### src/rtl/cla_wide_add_sequencer_pkg.sv
// Shared types and defaults for the wide add/subtract sequencer.
package cla_wide_add_sequencer_pkg;

   localparam int unsigned DEF_W       = 16;
   localparam int unsigned DEF_CHUNKS  = 4;
   localparam int unsigned DEF_ADD_LAT = 2;

   typedef enum logic [1:0] {
      S_IDLE  = 2'd0,
      S_ISSUE = 2'd1,
      S_WAIT  = 2'd2,
      S_DONE  = 2'd3
   } state_t;

   // Counter/index width for n distinct values, never below one bit.
   function automatic int unsigned idx_width(input int unsigned n);
      return (n > 1) ? $clog2(n) : 1;
   endfunction

endpackage

### src/rtl/cla_wide_add_sequencer_if.sv
// Upstream request / downstream result handshake bundle of the sequencer.
interface cla_wide_add_sequencer_if #(
   parameter int unsigned W      = 16,
   parameter int unsigned CHUNKS = 4
) ();

   logic                  in_valid;
   logic                  in_ready;
   logic [W*CHUNKS-1:0]   op_a;
   logic [W*CHUNKS-1:0]   op_b;
   logic                  sub;
   logic                  out_valid;
   logic                  out_ready;
   logic [W*CHUNKS-1:0]   result;
   logic                  carry_out;
   logic                  overflow;

   modport master (
      output in_valid, op_a, op_b, sub, out_ready,
      input  in_ready, out_valid, result, carry_out, overflow
   );

   modport slave (
      input  in_valid, op_a, op_b, sub, out_ready,
      output in_ready, out_valid, result, carry_out, overflow
   );

endinterface

### src/rtl/cla_wide_add_sequencer.sv
// Wide add/subtract built from an external registered W-bit adder: slices are
// issued LSB-first, the carry is chained, and one operation is in flight.
module cla_wide_add_sequencer
   import cla_wide_add_sequencer_pkg::*;
#(
   parameter int unsigned W       = DEF_W,
   parameter int unsigned CHUNKS  = DEF_CHUNKS,
   parameter int unsigned ADD_LAT = DEF_ADD_LAT
) (
   input  logic                     clk,
   input  logic                     rst,
   cla_wide_add_sequencer_if.slave  bus,
   output logic [W-1:0]             add_a,
   output logic [W-1:0]             add_b,
   output logic                     add_cin,
   input  logic [W-1:0]             add_sum,
   input  logic                     add_cout
);

   localparam int unsigned NW = W * CHUNKS;
   localparam int unsigned IW = idx_width(CHUNKS);
   localparam int unsigned CW = idx_width(ADD_LAT + 1);

   localparam logic [IW-1:0] LAST_IDX  = IW'(CHUNKS - 1);
   localparam logic [CW-1:0] LAST_WAIT = CW'(ADD_LAT - 1);

   state_t          state;
   logic [IW-1:0]   idx;
   logic [CW-1:0]   cnt;
   logic [NW-1:0]   a_q;
   logic [NW-1:0]   b_q;
   logic [NW-1:0]   result_q;
   logic            carry_out_q;
   logic            overflow_q;
   logic            in_ready_q;
   logic            out_valid_q;

   assign bus.in_ready  = in_ready_q;
   assign bus.out_valid = out_valid_q;
   assign bus.result    = result_q;
   assign bus.carry_out = carry_out_q;
   assign bus.overflow  = overflow_q;

   // Control FSM plus slice datapath; add_* are loaded on the edge entering
   // ISSUE so they are already valid during the ISSUE cycle and held in WAIT.
   always_ff @(posedge clk) begin
      if (rst) begin
         state       <= S_IDLE;
         idx         <= '0;
         cnt         <= '0;
         a_q         <= '0;
         b_q         <= '0;
         result_q    <= '0;
         carry_out_q <= 1'b0;
         overflow_q  <= 1'b0;
         in_ready_q  <= 1'b1;
         out_valid_q <= 1'b0;
         add_a       <= '0;
         add_b       <= '0;
         add_cin     <= 1'b0;
      end else begin
         case (state)
            S_IDLE: begin
               if (bus.in_valid) begin
                  a_q        <= bus.op_a;
                  b_q        <= bus.op_b ^ {NW{bus.sub}};
                  idx        <= '0;
                  cnt        <= '0;
                  add_a      <= bus.op_a[W-1:0];
                  add_b      <= bus.op_b[W-1:0] ^ {W{bus.sub}};
                  add_cin    <= bus.sub;
                  in_ready_q <= 1'b0;
                  state      <= S_ISSUE;
               end
            end
            S_ISSUE: begin
               cnt   <= '0;
               state <= S_WAIT;
            end
            S_WAIT: begin
               if (cnt == LAST_WAIT) begin
                  result_q[int'(idx)*W +: W] <= add_sum;
                  cnt <= '0;
                  if (idx == LAST_IDX) begin
                     carry_out_q <= add_cout;
                     overflow_q  <= (a_q[NW-1] == b_q[NW-1]) &&
                                    (add_sum[W-1] != a_q[NW-1]);
                     add_a       <= '0;
                     add_b       <= '0;
                     add_cin     <= 1'b0;
                     idx         <= '0;
                     out_valid_q <= 1'b1;
                     state       <= S_DONE;
                  end else begin
                     // The add_cin register doubles as the inter-slice carry latch.
                     idx     <= idx + IW'(1);
                     add_a   <= a_q[(int'(idx)+1)*W +: W];
                     add_b   <= b_q[(int'(idx)+1)*W +: W];
                     add_cin <= add_cout;
                     state   <= S_ISSUE;
                  end
               end else begin
                  cnt <= cnt + CW'(1);
               end
            end
            S_DONE: begin
               if (bus.out_ready) begin
                  out_valid_q <= 1'b0;
                  in_ready_q  <= 1'b1;
                  state       <= S_IDLE;
               end
            end
            default: begin
               out_valid_q <= 1'b0;
               in_ready_q  <= 1'b1;
               state       <= S_IDLE;
            end
         endcase
      end
   end

endmodule

### src/flat_wrapper.sv
// flat-port wrapper written by rule: the top's interface ports become plain ports
module cla_wide_add_sequencer_flat import cla_wide_add_sequencer_pkg::*;
#(
   parameter int unsigned W       = DEF_W,
   parameter int unsigned CHUNKS  = DEF_CHUNKS,
   parameter int unsigned ADD_LAT = DEF_ADD_LAT
)
  (clk, rst, add_a, add_b, add_cin, add_sum, add_cout, bus_in_valid, bus_op_a, bus_op_b, bus_sub, bus_out_ready, bus_in_ready, bus_out_valid, bus_result, bus_carry_out, bus_overflow);
  cla_wide_add_sequencer_if #(.W(W), .CHUNKS(CHUNKS)) bus_i ();
  input  logic clk;
  input  logic rst;
  output logic [W-1:0] add_a;
  output logic [W-1:0] add_b;
  output logic add_cin;
  input  logic [W-1:0] add_sum;
  input  logic add_cout;
  input wire logic [$bits(bus_i.in_valid)-1:0] bus_in_valid;
  input wire logic [$bits(bus_i.op_a)-1:0] bus_op_a;
  input wire logic [$bits(bus_i.op_b)-1:0] bus_op_b;
  input wire logic [$bits(bus_i.sub)-1:0] bus_sub;
  input wire logic [$bits(bus_i.out_ready)-1:0] bus_out_ready;
  output wire logic [$bits(bus_i.in_ready)-1:0] bus_in_ready;
  output wire logic [$bits(bus_i.out_valid)-1:0] bus_out_valid;
  output wire logic [$bits(bus_i.result)-1:0] bus_result;
  output wire logic [$bits(bus_i.carry_out)-1:0] bus_carry_out;
  output wire logic [$bits(bus_i.overflow)-1:0] bus_overflow;
  assign bus_i.in_valid = bus_in_valid;
  assign bus_i.op_a = bus_op_a;
  assign bus_i.op_b = bus_op_b;
  assign bus_i.sub = bus_sub;
  assign bus_i.out_ready = bus_out_ready;
  assign bus_in_ready = bus_i.in_ready;
  assign bus_out_valid = bus_i.out_valid;
  assign bus_result = bus_i.result;
  assign bus_carry_out = bus_i.carry_out;
  assign bus_overflow = bus_i.overflow;
  cla_wide_add_sequencer #(.W(W), .CHUNKS(CHUNKS), .ADD_LAT(ADD_LAT)) u_core (.clk(clk), .rst(rst), .bus(bus_i), .add_a(add_a), .add_b(add_b), .add_cin(add_cin), .add_sum(add_sum), .add_cout(add_cout));
endmodule
### config.mk
export PLATFORM = sky130hd
export DESIGN_NAME = cla_wide_add_sequencer_flat
export DESIGN_NICKNAME = d
export VERILOG_FILES = /design/src/rtl/cla_wide_add_sequencer_pkg.sv /design/src/rtl/cla_wide_add_sequencer_if.sv /design/src/rtl/cla_wide_add_sequencer.sv /design/src/flat_wrapper.sv
export SDC_FILE = /design/constraint.sdc
export NUM_CORES = 1
export LEC_CHECK = 0
export ABC_AREA = 1
export CAP_MARGIN = 0
export CORE_AREA = 2 2 215 111
export DETAILED_ROUTE_END_ITERATION = 10
export DIE_AREA = 0 0 217 113
export PLACE_DENSITY = 0.85
export SLEW_MARGIN = 5
export SYNTH_ARGS = -nofsm -noshare
export SYNTH_HDL_FRONTEND = slang
export SYNTH_SLANG_ARGS = --single-unit
### constraint.sdc
create_clock -name clk -period 4.3 [get_ports clk]
set_input_delay 0.86 -clock clk [delete_from_list [all_inputs] [get_ports clk]]
set_output_delay 0.86 -clock clk [all_outputs]
set_load 0.05 [all_outputs]
==> out/results.txt <==
Nets - 1863
cell chain of the critical path - clkinv_1 > buf_4 > ha_1 > inv_1 > nor2_1 > nand2_1 > nand2_1 > nand2_1 > nor2_1
clock buffer count from CTS - 20
startpoint of the worst hold path - u_core.b_q[44]$_SDFFE_PP0P_
min-delay worst type - flop to flop
CP Capture Type - flop
Slew headroom - 0.243
vias per cell - 4.96
largest family of logic cells by synthesized area - simple AND/OR/NAND/NOR gates
Starting Density - 0.447
DRT antenna net count - 0
CORE AREA - 22500 sq um
Synth cell types - 26
post-synthesis xor/xnor area fraction - 0.0417
fin area - 13300 sq um
fmax - 0.373 GHz
post-synthesis cell area - 10100 sq um
Die W - 217 um
WS Path Type - flop to flop
global-route wire length before repair - 47.0 mm
critical path arrival - 3110 ps
post-synthesis simple-gate area fraction - 0.306
CTS resizes - 0
layout cells sized above 1 - 0.0483
sequential area share after synthesis - 0.403
worst path bufs/invs - 3
Yosys Warn Count - 0
total number of H-tree levels - 1
MaxCap Viol Count - 0
Pwr Total - 4.80 mW
mux cell area share after synthesis - 0
Iter 0 DRT Violations - 970
fin crit period - 2680 ps
Syn Nets - 1676
Layout Utilization - 0.589
outcome - finished, final reports clean
Startpoint Class - flop
ys flop type - dfxtp_1
most frequent cells after synthesis - 434 x nand2_1, 203 x dfxtp_1, 180 x inv_1
post-synth top area share - 0.403
postcts setup bufs - 0
# DRC - 0
final max-slew violation count - 0
Pleak - 5.86 nW
DP Area - 12600 sq um
synthesized flop and latch total - 203
TritonCTS Sinks - 203
CP top delay family - simple AND/OR/NAND/NOR gates
RSZ-0062 raised after global routing - false
Remaining Overflow, GRT - 0
clk_lat worst skew - 500 ps
Vias - 10048
PD cells - 362 nW/um^2
complex-gate fraction of the synthesized area - 0.127
global-route total usage across every layer - 0.239
number of global-route vias before repair - 8990
combinational share of power - 0.206
Post-Synth Adder-Cell Area - 0.00745
I/O pin count - 251
WL/cell - 14.8 um
CTS Buffer Depth - 3
synth top area cells - dfxtp_1 40%, nand2_1 16%, inv_1 6.7%
synth-to-layout area growth - 31.6%
total wire length - 30.1 mm
Slowest cell on crit path - nor2_1
Hold Worst Slack - 452 ps
# hold bufs at CTS - 0
clock transition at the registers of the reported paths - 70 ps
Die H - 113 um
TritonRoute pass-1 iters - 5
die area - 24500 sq um
Worst EP required - 4730 ps
Synth area leader - dfxtp_1
FFs w/ async S/R, synth - 0
slowest stage delay, CP - 860 ps
P_sw - 1.41 mW
Switching Fraction - 0.294
most frequent cell after synthesis - nand2_1
Avg Inst Size Synth - 6.63 sq um
most common cell type on the critical path - nand2_1
Max rail drop VDD - 0.299 mV
final period utilization - 0.624
CTS tree - yes
Crit Reg-Reg Startpoint - u_core.idx[1]$_SDFFE_PP0P_
Worst Tran Pin Value - 1130 ps
hpwl dp - 20.7 mm
setup TNS - 0 ps
I/O Buffers - 250
setup violators final - 0
EDFF count, synth - 0
clk root buf - clkbuf_16
# rows - 39
crit path launch - u_core.idx[1]$_SDFFE_PP0P_
post-synthesis cell count - 1520
sequential share of power - 0.431
Pint - 3.39 mW
placer congestion estimate - 0.909
Final Hold Viols - 0
highest fanout seen on the critical path - 36
clock network fraction of design power - 0.363
pin count of the biggest net entering global routing - 137
antenna violations before repair - 2
Worst Skew - 14.0 ps
## layout make-up
cell class / count / area, sq um
sequential: 203 / 4070
fill: 2039 / 9280
antenna: 2 / 5.00
inverter: 188 / 707
clock inverter: 6 / 55.1
multi-input combinational: 1032 / 4870
timing repair buffer: 262 / 2610
clock buffer: 26 / 574
tap: 307 / 384
## path summary, 6_finish.rpt
check	to	slack (ps)	cells past startpoint
worst max-delay path	u_core.bus.result[20]$_SDFFE_PP0P_	1620	9
worst min-delay path	u_core.b_q[44]$_SDFFE_PP0P_	450	2
worst max register to register	u_core.bus.result[20]$_SDFFE_PP0P_	1620	9
worst min register to register	u_core.b_q[44]$_SDFFE_PP0P_	450	2
## state kept, by name, indices dropped and copies added (netlist names), 2 cells and up
register           flops
u_core.b_q            48
u_core.cnt             2
u_core.bus.result     64
u_core.a_q            48
u_core.state           2
u_core.add_a          16
u_core.idx             2
u_core.add_b          16
## metrics by stage
stage | setup WS [ps] | cells
after floorplan | 2250 | 1520
after global placement | 1580 | 1992
after detailed placement | 1550 | 1992
after CTS | 1700 | 2024
after global routing | 1450 | 2026
final | 1620 | 2026
## routing by layer
| layer | track usage | wire length (um) |
|---|---|---|
| met1 | 0.320 | 13200 |
| met3 | 0.0363 | 1990 |
| met4 | 0.101 | 1190 |
| met5 | 0 | 0 |
| met2 | 0.385 | 13600 |
## worst reg2reg max path, stage by stage (launching register included)
cell and delay (ps):
dfxtp_1 420, clkinv_1 80, buf_4 270, ha_1 410, inv_1 110, nor2_1 860, nand2_1 160, nand2_1 140
nand2_1 60, nor2_1 90
## power groups by stage
stage | clock [mW] | combinational (mW) | sequential, mW
2_1_floorplan | 0 | 0.504 | 2.22
3_3_place_gp | 0 | 0.963 | 2.10
3_5_place_dp | 0 | 0.976 | 2.11
4_1_cts | 1.76 | 0.984 | 2.07
5_1_grt | 1.85 | 1.08 | 2.08
6_report | 1.74 | 0.989 | 2.07
## kinds of logic (layout without fill, tap and decap cells)
family / Yosys count / count (layout)
and+or+nand+nor: 730 / 730
buffers and inverters: 285 / 482
AOI/OAI and AO/OA: 248 / 248
DFF: 203 / 203
xor gates and xnor gates: 48 / 48
adders and majority gates: 6 / 6
other: 0 / 2
## cells in the final DEF, fill, tap and decap left out, types with 8 or more instances in the layout
cell type,Yosys,final
buf_4,10,11
nand2_1,434,434
xnor2_1,15,15
clkbuf_16,0,21
inv_1,180,180
o21ai_0,103,103
xor2_1,33,33
nor2_1,157,156
dfxtp_1,203,202
or2_2,16,16
nand3_1,69,69
nor3_1,8,8
a21oi_1,129,129
a211oi_1,15,15
clkdlybuf4s50_1,0,248
nand3b_1,32,32
No activity file was read; power rests on OpenSTA's default activity.
